==> src/rtl/cprv_lsu_mem_if_if.sv <==
// Bundle of the LSU request/response handshakes and the data-memory port.
//
// Handshake rule (both req_* and resp_*): a transfer happens on the posedge
// where valid & ready are both 1. The sender keeps valid and its payload
// stable until that edge. The receiver may drive ready independently of
// valid.
//
// The slave modport is the LSU. The master modport is its environment:
// the pipeline that issues requests and the memory that returns mem_rdata.
interface cprv_lsu_mem_if_if #(
    parameter int ADDR_WIDTH = 7,
    parameter int DATA_WIDTH = 64
);
    logic                  req_valid;
    logic                  req_ready;
    logic                  req_we;
    logic [2:0]            req_funct3;
    logic [ADDR_WIDTH-1:0] req_addr;
    logic [DATA_WIDTH-1:0] req_wdata;

    logic                  resp_valid;
    logic                  resp_ready;
    logic [DATA_WIDTH-1:0] resp_rdata;
    logic                  resp_err;

    logic                  mem_w_en;
    logic [ADDR_WIDTH-1:0] mem_addr;
    logic [DATA_WIDTH-1:0] mem_wdata;
    logic [DATA_WIDTH-1:0] mem_rdata;

    modport master (
        output req_valid, req_we, req_funct3, req_addr, req_wdata,
        output resp_ready, mem_rdata,
        input  req_ready, resp_valid, resp_rdata, resp_err,
        input  mem_w_en, mem_addr, mem_wdata
    );

    modport slave (
        input  req_valid, req_we, req_funct3, req_addr, req_wdata,
        input  resp_ready, mem_rdata,
        output req_ready, resp_valid, resp_rdata, resp_err,
        output mem_w_en, mem_addr, mem_wdata
    );
endinterface

==> src/rtl/cprv_lsu_mem_if.sv <==
// RV64 load/store unit front end for a single-port 64-bit synchronous memory.
// One request is in flight at a time. Loads are aligned and extended.
// Sub-word stores use read-modify-write, because the memory only writes
// whole 64-bit words.
module cprv_lsu_mem_if #(
    parameter int ADDR_WIDTH = 7,
    parameter int DATA_WIDTH = 64
) (
    input  logic                  clk,
    input  logic                  rst_n,
    cprv_lsu_mem_if_if.slave      bus,
    output logic [2:0]            dbg_state
);

    typedef enum logic [2:0] {
        S_IDLE    = 3'd0,
        S_LD_RD   = 3'd1,
        S_LD_RSP  = 3'd2,
        S_RMW_RD  = 3'd3,
        S_RMW_MRG = 3'd4,
        S_WR      = 3'd5,
        S_RSP     = 3'd6,
        S_ERR     = 3'd7
    } state_t;

    state_t                state;
    logic                  we_q;
    logic [2:0]            funct3_q;
    logic [ADDR_WIDTH-1:0] addr_q;
    logic [DATA_WIDTH-1:0] wdata_q;

    logic                  accept;
    logic                  req_illegal;
    logic                  req_misal;
    logic [5:0]            lane_shift;
    logic [DATA_WIDTH-1:0] rd_shifted;
    logic [DATA_WIDTH-1:0] ld_ext;
    logic [DATA_WIDTH-1:0] size_mask;
    logic [DATA_WIDTH-1:0] lane_mask;
    logic [DATA_WIDTH-1:0] merged;

    assign dbg_state = state;
    assign accept    = bus.req_valid & bus.req_ready;

    // Classify the incoming request: illegal encoding or misaligned address.
    always_comb begin
        req_illegal = bus.req_we ? bus.req_funct3[2] : (bus.req_funct3 == 3'd7);
        case (bus.req_funct3[1:0])
            2'd1:    req_misal = bus.req_addr[0];
            2'd2:    req_misal = (bus.req_addr[1:0] != 2'd0);
            2'd3:    req_misal = (bus.req_addr[2:0] != 3'd0);
            default: req_misal = 1'b0;
        endcase
    end

    // Lane alignment, load extension and store merge for the latched request.
    always_comb begin
        lane_shift = {addr_q[2:0], 3'b000};
        rd_shifted = bus.mem_rdata >> lane_shift;
        case (funct3_q)
            3'd0:    ld_ext = {{56{rd_shifted[7]}},  rd_shifted[7:0]};
            3'd1:    ld_ext = {{48{rd_shifted[15]}}, rd_shifted[15:0]};
            3'd2:    ld_ext = {{32{rd_shifted[31]}}, rd_shifted[31:0]};
            3'd3:    ld_ext = rd_shifted;
            3'd4:    ld_ext = {56'd0, rd_shifted[7:0]};
            3'd5:    ld_ext = {48'd0, rd_shifted[15:0]};
            3'd6:    ld_ext = {32'd0, rd_shifted[31:0]};
            default: ld_ext = '0;
        endcase
        case (funct3_q[1:0])
            2'd0:    size_mask = 64'h0000_0000_0000_00FF;
            2'd1:    size_mask = 64'h0000_0000_0000_FFFF;
            2'd2:    size_mask = 64'h0000_0000_FFFF_FFFF;
            default: size_mask = '1;
        endcase
        lane_mask = size_mask << lane_shift;
        merged    = (bus.mem_rdata & ~lane_mask) | ((wdata_q << lane_shift) & lane_mask);
    end

    // Control FSM. All bus outputs are registered here.
    always_ff @(posedge clk or negedge rst_n) begin
        if (!rst_n) begin
            state          <= S_IDLE;
            we_q           <= 1'b0;
            funct3_q       <= 3'd0;
            addr_q         <= '0;
            wdata_q        <= '0;
            bus.req_ready  <= 1'b1;
            bus.resp_valid <= 1'b0;
            bus.resp_err   <= 1'b0;
            bus.resp_rdata <= '0;
            bus.mem_w_en   <= 1'b0;
            bus.mem_addr   <= '0;
            bus.mem_wdata  <= '0;
        end else begin
            // The write strobe is a single-cycle pulse; only WR entry raises it.
            bus.mem_w_en <= 1'b0;
            case (state)
                S_IDLE: begin
                    if (accept) begin
                        we_q          <= bus.req_we;
                        funct3_q      <= bus.req_funct3;
                        addr_q        <= bus.req_addr;
                        wdata_q       <= bus.req_wdata;
                        bus.req_ready <= 1'b0;
                        if (req_illegal || req_misal) begin
                            state          <= S_ERR;
                            bus.resp_valid <= 1'b1;
                            bus.resp_err   <= 1'b1;
                            bus.resp_rdata <= '0;
                        end else begin
                            bus.mem_addr <= {bus.req_addr[ADDR_WIDTH-1:3], 3'b000};
                            if (!bus.req_we) begin
                                state <= S_LD_RD;
                            end else if (bus.req_funct3 == 3'd3) begin
                                // Full-word store needs no read-back.
                                state         <= S_WR;
                                bus.mem_wdata <= bus.req_wdata;
                                bus.mem_w_en  <= 1'b1;
                            end else begin
                                state <= S_RMW_RD;
                            end
                        end
                    end
                end
                S_LD_RD: begin
                    bus.mem_addr <= {addr_q[ADDR_WIDTH-1:3], 3'b000};
                    state        <= S_LD_RSP;
                end
                S_LD_RSP: begin
                    bus.resp_rdata <= we_q ? '0 : ld_ext;
                    bus.resp_err   <= 1'b0;
                    bus.resp_valid <= 1'b1;
                    state          <= S_RSP;
                end
                S_RMW_RD: begin
                    bus.mem_addr <= {addr_q[ADDR_WIDTH-1:3], 3'b000};
                    state        <= S_RMW_MRG;
                end
                S_RMW_MRG: begin
                    bus.mem_wdata <= merged;
                    bus.mem_w_en  <= 1'b1;
                    state         <= S_WR;
                end
                S_WR: begin
                    bus.resp_rdata <= '0;
                    bus.resp_err   <= 1'b0;
                    bus.resp_valid <= 1'b1;
                    state          <= S_RSP;
                end
                S_RSP, S_ERR: begin
                    if (bus.resp_ready) begin
                        bus.resp_valid <= 1'b0;
                        bus.resp_err   <= 1'b0;
                        bus.resp_rdata <= '0;
                        bus.req_ready  <= 1'b1;
                        state          <= S_IDLE;
                    end
                end
                default: begin
                    state         <= S_IDLE;
                    bus.req_ready <= 1'b1;
                end
            endcase
        end
    end

endmodule

==> src/flat_wrapper.sv <==
// flat-port wrapper written by rule: the top's interface ports become plain ports
module cprv_lsu_mem_if_flat 
#(
    parameter int ADDR_WIDTH = 7,
    parameter int DATA_WIDTH = 64
)
  (clk, rst_n, dbg_state, bus_req_valid, bus_req_we, bus_req_funct3, bus_req_addr, bus_req_wdata, bus_resp_ready, bus_mem_rdata, bus_req_ready, bus_resp_valid, bus_resp_rdata, bus_resp_err, bus_mem_w_en, bus_mem_addr, bus_mem_wdata);
  cprv_lsu_mem_if_if #(.ADDR_WIDTH(ADDR_WIDTH), .DATA_WIDTH(DATA_WIDTH)) bus_i ();
  input  logic clk;
  input  logic rst_n;
  output logic [2:0] dbg_state;
  input wire logic [$bits(bus_i.req_valid)-1:0] bus_req_valid;
  input wire logic [$bits(bus_i.req_we)-1:0] bus_req_we;
  input wire logic [$bits(bus_i.req_funct3)-1:0] bus_req_funct3;
  input wire logic [$bits(bus_i.req_addr)-1:0] bus_req_addr;
  input wire logic [$bits(bus_i.req_wdata)-1:0] bus_req_wdata;
  input wire logic [$bits(bus_i.resp_ready)-1:0] bus_resp_ready;
  input wire logic [$bits(bus_i.mem_rdata)-1:0] bus_mem_rdata;
  output wire logic [$bits(bus_i.req_ready)-1:0] bus_req_ready;
  output wire logic [$bits(bus_i.resp_valid)-1:0] bus_resp_valid;
  output wire logic [$bits(bus_i.resp_rdata)-1:0] bus_resp_rdata;
  output wire logic [$bits(bus_i.resp_err)-1:0] bus_resp_err;
  output wire logic [$bits(bus_i.mem_w_en)-1:0] bus_mem_w_en;
  output wire logic [$bits(bus_i.mem_addr)-1:0] bus_mem_addr;
  output wire logic [$bits(bus_i.mem_wdata)-1:0] bus_mem_wdata;
  assign bus_i.req_valid = bus_req_valid;
  assign bus_i.req_we = bus_req_we;
  assign bus_i.req_funct3 = bus_req_funct3;
  assign bus_i.req_addr = bus_req_addr;
  assign bus_i.req_wdata = bus_req_wdata;
  assign bus_i.resp_ready = bus_resp_ready;
  assign bus_i.mem_rdata = bus_mem_rdata;
  assign bus_req_ready = bus_i.req_ready;
  assign bus_resp_valid = bus_i.resp_valid;
  assign bus_resp_rdata = bus_i.resp_rdata;
  assign bus_resp_err = bus_i.resp_err;
  assign bus_mem_w_en = bus_i.mem_w_en;
  assign bus_mem_addr = bus_i.mem_addr;
  assign bus_mem_wdata = bus_i.mem_wdata;
  cprv_lsu_mem_if #(.ADDR_WIDTH(ADDR_WIDTH), .DATA_WIDTH(DATA_WIDTH)) u_core (.clk(clk), .rst_n(rst_n), .bus(bus_i), .dbg_state(dbg_state));
endmodule
==> config.mk <==
export PLATFORM = sky130hd
export DESIGN_NAME = cprv_lsu_mem_if_flat
export DESIGN_NICKNAME = d
export VERILOG_FILES = /design/src/rtl/cprv_lsu_mem_if_if.sv /design/src/rtl/cprv_lsu_mem_if.sv /design/src/flat_wrapper.sv
export SDC_FILE = /design/constraint.sdc
export NUM_CORES = 1
export LEC_CHECK = 0
export ABC_AREA = 0
export BUFFER_PORTS_ARGS = -buffer_cell sky130_fd_sc_hd__buf_2
export CAP_MARGIN = 20
export CORE_AREA = 4 4 165 167
export CTS_BUF_LIST = sky130_fd_sc_hd__clkbuf_4
export CTS_CLUSTER_SIZE = 14
export DETAILED_ROUTE_END_ITERATION = 6
export DIE_AREA = 0 0 169 171
export GPL_TIMING_DRIVEN = 0
export PLACE_DENSITY = 0.75
export SKIP_LAST_GASP = 1
export SYNTH_ARGS = -nofsm -noshare
export SYNTH_HDL_FRONTEND = slang
export SYNTH_SLANG_ARGS = --single-unit
==> constraint.sdc <==
create_clock -name clk -period 2.13 [get_ports clk]
set_input_delay 0.426 -clock clk [delete_from_list [all_inputs] [get_ports clk]]
set_output_delay 0.426 -clock clk [all_outputs]
set_load 0.02 [all_outputs]
==> summary.txt, run 1 <==
Status: complete, but fails checks
Violated checks: setup timing
HPWL Detailed: 42.7 mm
VDD IR-drop max: 1.03 mV
Synth top area share: 42.0%
Worst Path Max Fanout: 6
Area after DPL: 14600 um2
Via count: 13800
Fin. max-slew vios: 0
H-Tree Depth: 2
Num CTS Buffers: 56
Crit path DAT: 2.77 ns
Required time of the worst setup path: 2.69 ns
DIE WIDTH: 169 um
CP Launch Type: flop
Cells on Worst Hold Path: 2
Pwr Density: 1790 nW/um2
Vias in the first global route: 13500
Fin Hold WS: 0.0161 ns
Tmin final: 2.22 ns
Area of the core: 25800 um2
Chip height: 171 um
Post-synth cell types: 63
Power share of the clock group: 10.9%
TritonCTS clock tree: done
R2R depth: 8
Max transition margin: 48.5%
Fin nets: 1933
Area of the mapped netlist: 12700 um2
Share of cells above drive strength 1: 44.3%
Detailed Route Iter0 Violations: 1547
Final instance area: 18400 um2
EDFF count, synth: 0
Sw Ratio: 48.2%
Met2 Resource Use GR: 60.4%
Worst-Skew Late Latency: 0.71 ns
Starting Density: 49.2%
Crit Path Class: reg -> reg
CTS Root Cell: clkbuf_4
Post-synthesis cell count: 1306
Ports: 285
Via density: 6.34
Largest area contributor in the netlist: dfrtp_1
Met1 usage: 48.8%
Hold Vio Cnt, Final: 0
Post-synth top cells: dfrtp_1 (213), nand2_1 (187), mux2i_1 (157)
GRT Overall Usage: 37.9%
Antenna-violating nets left: 0
Drt pass-1 iters: 6
Setup ws final: -0.0869 ns
Clock sink count: 214
Final global-route overflow total: 0
Asr flop ratio synth: 100%
Final GP Congestion: 1.01
Max_cap viols: 0
Clk pin slew, worst setup/hold paths: 0.06 ns
Final setup violation count: 53
Drt wl/cell: 26.7 um
Top cells by area, synth: dfrtp_1 (42%), mux2i_1 (12%), mux2_2 (8.8%)
Register bit count reported by yosys: 214
Largest net degree at the start of global routing: 119
Combinational power share: 64.8%
# rows: 59
RSZ-0062 raised after global routing: true
Worst Skew: 0.0509 ns
GR peak layer: met2
PortBufs: 281
Ratio of final minimum period to clock period: 104%
Reg2Reg Setup Slack: -0.09 ns
FILL cells: 1927
First-pass GRT wire length: 82.9 mm
DRC Markers: 0
Total leakage power: 8.75 nW
HP Class: in -> reg
Initial antenna violation count: 1
DRT Wirelength: 57.8 mm
Synth Warn #: 0
Total power: 33.0 mW
Psw: 15.9 mW
Int Pwr: 17.1 mW
Max Root-Sink Buffers: 3
M3 GR Usage: 7.97%
Synth Area per Inst: 9.71 um2
Worst-Margin Slew: 0.773 ns
Top_reg_cell synth: dfrtp_1
Register area share after synthesis: 42.2%
Die area: 28900 um2
Layout area overhead: 45.1%
Most frequent cell after synthesis: dfrtp_1
Max Clk Rate: 451 MHz
CP endpoint kind: flop
Sequential share of power: 24.2%
per-stage QoR:
step                setup WS, ns  setup TNS [ns]  std cells  utilization (%)
floorplan                 -0.151           -9.10       1308                -
global placement           -3.23         -813.17       1924             56.4
detailed placement         -1.07         -108.49       1926             56.6
CTS                       -0.119           -5.06       2138             67.8
global route              -0.141           -5.26       2169             71.5
finish                   -0.0869           -2.63       2169             71.5
path summary, 6_finish.rpt:
path,startpoint,end
worst max-delay path,u_core.addr_q[1]$_DFFE_PN0P_,u_core.bus.resp_rdata[43]$_DFFE_PN0P_
worst min-delay path,bus_req_wdata[50],u_core.wdata_q[50]$_DFFE_PN0P_
worst max register to register,u_core.addr_q[1]$_DFFE_PN0P_,u_core.bus.resp_rdata[43]$_DFFE_PN0P_
worst min register to register,u_core.bus.resp_rdata[8]$_DFFE_PN0P_,u_core.bus.resp_rdata[8]$_DFFE_PN0P_
max in group asynchronous,rst_n,u_core.bus.mem_wdata[35]$_DFFE_PN0P_
min in group asynchronous,rst_n,u_core.funct3_q[2]$_DFFE_PN0P_
kinds of logic after synthesis:
| group | share of synthesized area, % |
|---|---|
| compound gates | 19.6 |
| flops | 42.2 |
| mux | 21.4 |
| simple gates | 12.4 |
| other cells | 0.0296 |
| buf+inv | 4.37 |
registers in the layout (all words and copies together), names as in the netlist:
signal	cells
u_core.bus.mem_wdata	64
u_core.bus.resp_rdata	64
u_core.wdata_q	64
u_core.addr_q	7
u_core.bus.mem_addr	4
u_core.dbg_state	3
u_core.funct3_q	3
u_core.bus.mem_w_en	1
u_core.bus.req_ready	1
u_core.bus.resp_err	1
u_core.bus.resp_valid	1
u_core.we_q	1
layout make-up:
type                    instances  area, um2  share of cell area, %
multi-input cells             968       7940                   43.1
flip-flops and latches        214       5370                   29.1
repair buffers                436       3060                   16.6
plain buffers                 104        875                   4.75
clock buffers                  80        601                   3.26
well taps                     335        419                   2.28
clock inverters                21        108                  0.584
inverters                      10       41.3                  0.224
diodes                          1       2.50                 0.0136
power by group through the flow:
| stage | Combinational (mW) | Sequential, mW | Clock, mW |
|---|---|---|---|
| finish | 21.4 | 7.99 | 3.60 |
| global route | 22.3 | 8.13 | 3.83 |
| CTS | 18.8 | 7.81 | 3.64 |
| detailed placement | 15.7 | 7.68 | 0 |
| global placement | 15.5 | 7.63 | 0 |
| floorplan | 8.99 | 8.63 | 0 |
per-layer routing:
layer,up-vias,part of all wire (%)
li1,5808,-
met1,6683,38
met2,1016,45
met3,255,10
met4,0,7.1
met5,-,0
worst max-delay path, cell delays in order (launching register included):
cell and delay, ns:
dfrtp_2 0.45, buf_6 0.16, mux2_4 0.30, mux4_2 0.52
nand3_2 0.12, and3b_1 0.18, buf_6 0.16, buf_12 0.13
o211ai_2 0.07
layout by cell type (no fill, tap or decap), types with 19 or more instances in the layout:
| master | n |
|---|---|
| clkbuf_4 | 93 |
| buf_2 | 284 |
| dfrtp_1 | 206 |
| a21oi_1 | 36 |
| nor2b_1 | 20 |
| buf_4 | 87 |
| o211ai_1 | 28 |
| a211o_1 | 22 |
| dlygate4sd3_1 | 60 |
| nor2_1 | 54 |
| buf_12 | 21 |
| o21ai_0 | 52 |
| mux2i_1 | 108 |
| clkbuf_2 | 25 |
| o21ai_1 | 19 |
| buf_6 | 20 |
| mux2i_4 | 33 |
| a22oi_1 | 41 |
| nand3_1 | 20 |
| nand2_1 | 180 |
| mux2_2 | 86 |
what timing repair did:
action / CTS / global route
endpoints found under the hold margin: 161 / 0
pin swaps: 23 / 58
setup endpoints to repair: 208 / 191
cloned: 6 / 4
gates resized for setup: 273 / 178
hold buffers: 60 / 0
buffers inserted: 52 / 33
(Power assumes the default switching activity.)
==> run 2: changes to the inputs <==
--- a/config.mk
+++ b/config.mk
@@ -8,11 +8,10 @@
 export ABC_AREA = 0
 export BUFFER_PORTS_ARGS = -buffer_cell sky130_fd_sc_hd__buf_2
 export CAP_MARGIN = 20
-export CORE_AREA = 4 4 165 167
+export CORE_AREA = 2 2 163 165
 export CTS_BUF_LIST = sky130_fd_sc_hd__clkbuf_4
-export CTS_CLUSTER_SIZE = 14
 export DETAILED_ROUTE_END_ITERATION = 6
-export DIE_AREA = 0 0 169 171
+export DIE_AREA = 0 0 165 167
 export GPL_TIMING_DRIVEN = 0
 export PLACE_DENSITY = 0.75
 export SKIP_LAST_GASP = 1
==> summary.txt, run 2 (synthesis gave the netlist of run 1 again) <==
CP Launch Type: flop
Final setup violation count: 47 (-11%)
Layout area overhead: 42.8%
Die area: 27600 um2 (-4.7%)
Via density: 6.28 (-1.0%)
DRC Markers: 0 (unchanged)
Area after DPL: 14600 um2 (unchanged)
Fin. max-slew vios: 0 (unchanged)
Max Clk Rate: 447 MHz (-0.83%)
Share of cells above drive strength 1: 43.0% (-1.3 points)
M3 GR Usage: 10.2% (+2.2 points)
Required time of the worst setup path: 2.67 ns (-0.02 ns)
Largest net degree at the start of global routing: 122 (+2.5%)
Fin Hold WS: 0.0497 ns (+0.0336 ns)
DIE WIDTH: 165 um (-2.4%)
Int Pwr: 16.4 mW (-3.8%)
CP endpoint kind: flop
Final global-route overflow total: 0 (unchanged)
Tmin final: 2.24 ns (+0.0186 ns)
H-Tree Depth: 2 (unchanged)
Max Root-Sink Buffers: 3 (unchanged)
Drt pass-1 iters: 6 (unchanged)
Psw: 15.7 mW (-1.3%)
Ratio of final minimum period to clock period: 105% (+0.87 points)
Worst-Margin Slew: 0.746 ns (-0.0271 ns)
Drt wl/cell: 26.5 um (-0.74%)
# rows: 59 (unchanged)
Max transition margin: 50.3% (+1.8 points)
Worst-Skew Late Latency: 0.70 ns (about the same)
Starting Density: 49.2% (unchanged)
Detailed Route Iter0 Violations: 1320 (-15%)
Num CTS Buffers: 55 (-1.8%)
Crit Path Class: reg -> reg
Pwr Density: 1770 nW/um2 (-0.99%)
Sw Ratio: 48.9% (+0.64 points)
Vias in the first global route: 13500 (+0.42%)
GRT Overall Usage: 40.5% (+2.6 points)
Worst Path Max Fanout: 7 (+1)
RSZ-0062 raised after global routing: true
Met2 Resource Use GR: 62.8% (+2.3 points)
Clk pin slew, worst setup/hold paths: 0.07 ns (about the same)
HP Class: in -> reg
Sequential share of power: 25.0% (+0.8 points)
Area of the core: 25800 um2 (unchanged)
Final GP Congestion: 0.998 (-1.6%)
Via count: 13600 (-1.5%)
Fin cells: 2158 (-0.51%)
Final setup TNS: -2.64 ns (-0.0118 ns)
GR peak layer: met2
Chip height: 167 um (-2.3%)
Met1 usage: 51.5% (+2.7 points)
Power share of the clock group: 10.6% (-0.3 points)
Cells after DPL: 1926 (unchanged)
Clock sink count: 214 (unchanged)
Commonest non-fill, non-tap cells in the layout: buf_2 (285), dfrtp_1 (207), nand2_1 (168)
Max_cap viols: 0 (unchanged)
Final core utilization: 70.3% (-1.2 points)
Violated checks: setup timing
Initial antenna violation count: 1 (unchanged)
Cells on Worst Hold Path: 2 (unchanged)
Status: complete, but fails checks
DRT Wirelength: 57.1 mm (-1.2%)
PortBufs: 281 (unchanged)
Crit path DAT: 2.77 ns (about the same)
HPWL Detailed: 42.3 mm (-0.79%)
First-pass GRT wire length: 82.9 mm (about the same)
Setup ws final: -0.106 ns (-0.0186 ns)
Combinational power share: 64.3% (-0.5 points)
CTS Root Cell: clkbuf_4
Antenna-violating nets left: 0 (unchanged)
R2R depth: 8 (unchanged)
TritonCTS clock tree: done
Total leakage power: 8.57 nW (-2.1%)
Ports: 285 (unchanged)
Top Registers: u_core.bus.mem_wdata x64, u_core.bus.resp_rdata x64, u_core.wdata_q x64
DP Worst Slack: -1.01 ns (+0.0680 ns)
Hold Vio Cnt, Final: 0 (unchanged)
VDD IR-drop max: 0.959 mV (-6.4%)
Fin nets: 1923 (-0.52%)
Most common cell after layout, fill and taps aside: buf_2
Worst Skew: 0.0444 ns (-0.00642 ns)
Final instance area: 18100 um2 (-1.6%)
Total power: 32.1 mW (-2.6%)
[run 2: power by group through the flow]
stage | Combinational, mW | Clock (mW) | Sequential, mW
6_report | 20.7 | 3.42 | 8.03
5_1_grt | 21.7 | 3.64 | 8.14
4_1_cts | 18.6 | 3.42 | 7.83
3_5_place_dp | 15.8 | 0 | 7.69
3_3_place_gp | 15.6 | 0 | 7.63
2_1_floorplan | 8.99 | 0 | 8.63
[run 2: critical path, cell delays in order, from the launching register on]
cell and delay [ns]:
dfrtp_1 0.42, buf_6 0.18, mux2_4 0.31, mux4_2 0.52, nand3_2 0.09, and3b_1 0.18
buf_6 0.19, buf_16 0.14, o211ai_2 0.07
[run 2: worst paths after layout]
check / to / from / slack (ns)
setup / recovery: u_core.bus.resp_rdata[45]$_DFFE_PN0P_ / u_core.addr_q[1]$_DFFE_PN0P_ / -0.11
hold / removal: u_core.wdata_q[45]$_DFFE_PN0P_ / bus_req_wdata[45] / 0.05
setup reg to reg: u_core.bus.resp_rdata[45]$_DFFE_PN0P_ / u_core.addr_q[1]$_DFFE_PN0P_ / -0.11
hold reg to reg: u_core.bus.mem_wdata[1]$_DFFE_PN0P_ / u_core.bus.mem_wdata[1]$_DFFE_PN0P_ / 0.47
max in group asynchronous: u_core.bus.mem_wdata[28]$_DFFE_PN0P_ / rst_n / 0.73
min in group asynchronous: u_core.dbg_state[1]$_DFFE_PN0P_ / rst_n / 0.34
[run 2: final cells by class]
type	instances	area (um2)
clock buffers	71	533
repair buffers	428	2990
inverters	10	41.3
diodes	5	12.5
flip-flops and latches	214	5360
clock inverters	24	119
fillers	1985	7650
well taps	335	419
plain buffers	103	808
multi-input cells	968	7830
[run 2: routing by layer]
metal / part of all wire (%) / routed length, um
met5: 0 / 0
met4: 6.9 / 3930
met3: 9.6 / 5510
met2: 45 / 25800
met1: 38 / 21900
[run 2: what timing repair did]
action | in CTS | in global routing
gates resized for setup | 264 | 158
hold buffers | 69 | 3
setup endpoints to repair | 208 | 161
hold endpoints to repair | 160 | 3
cloned | 8 | 2
setup buffers | 41 | 23
pin swaps | 17 | 32
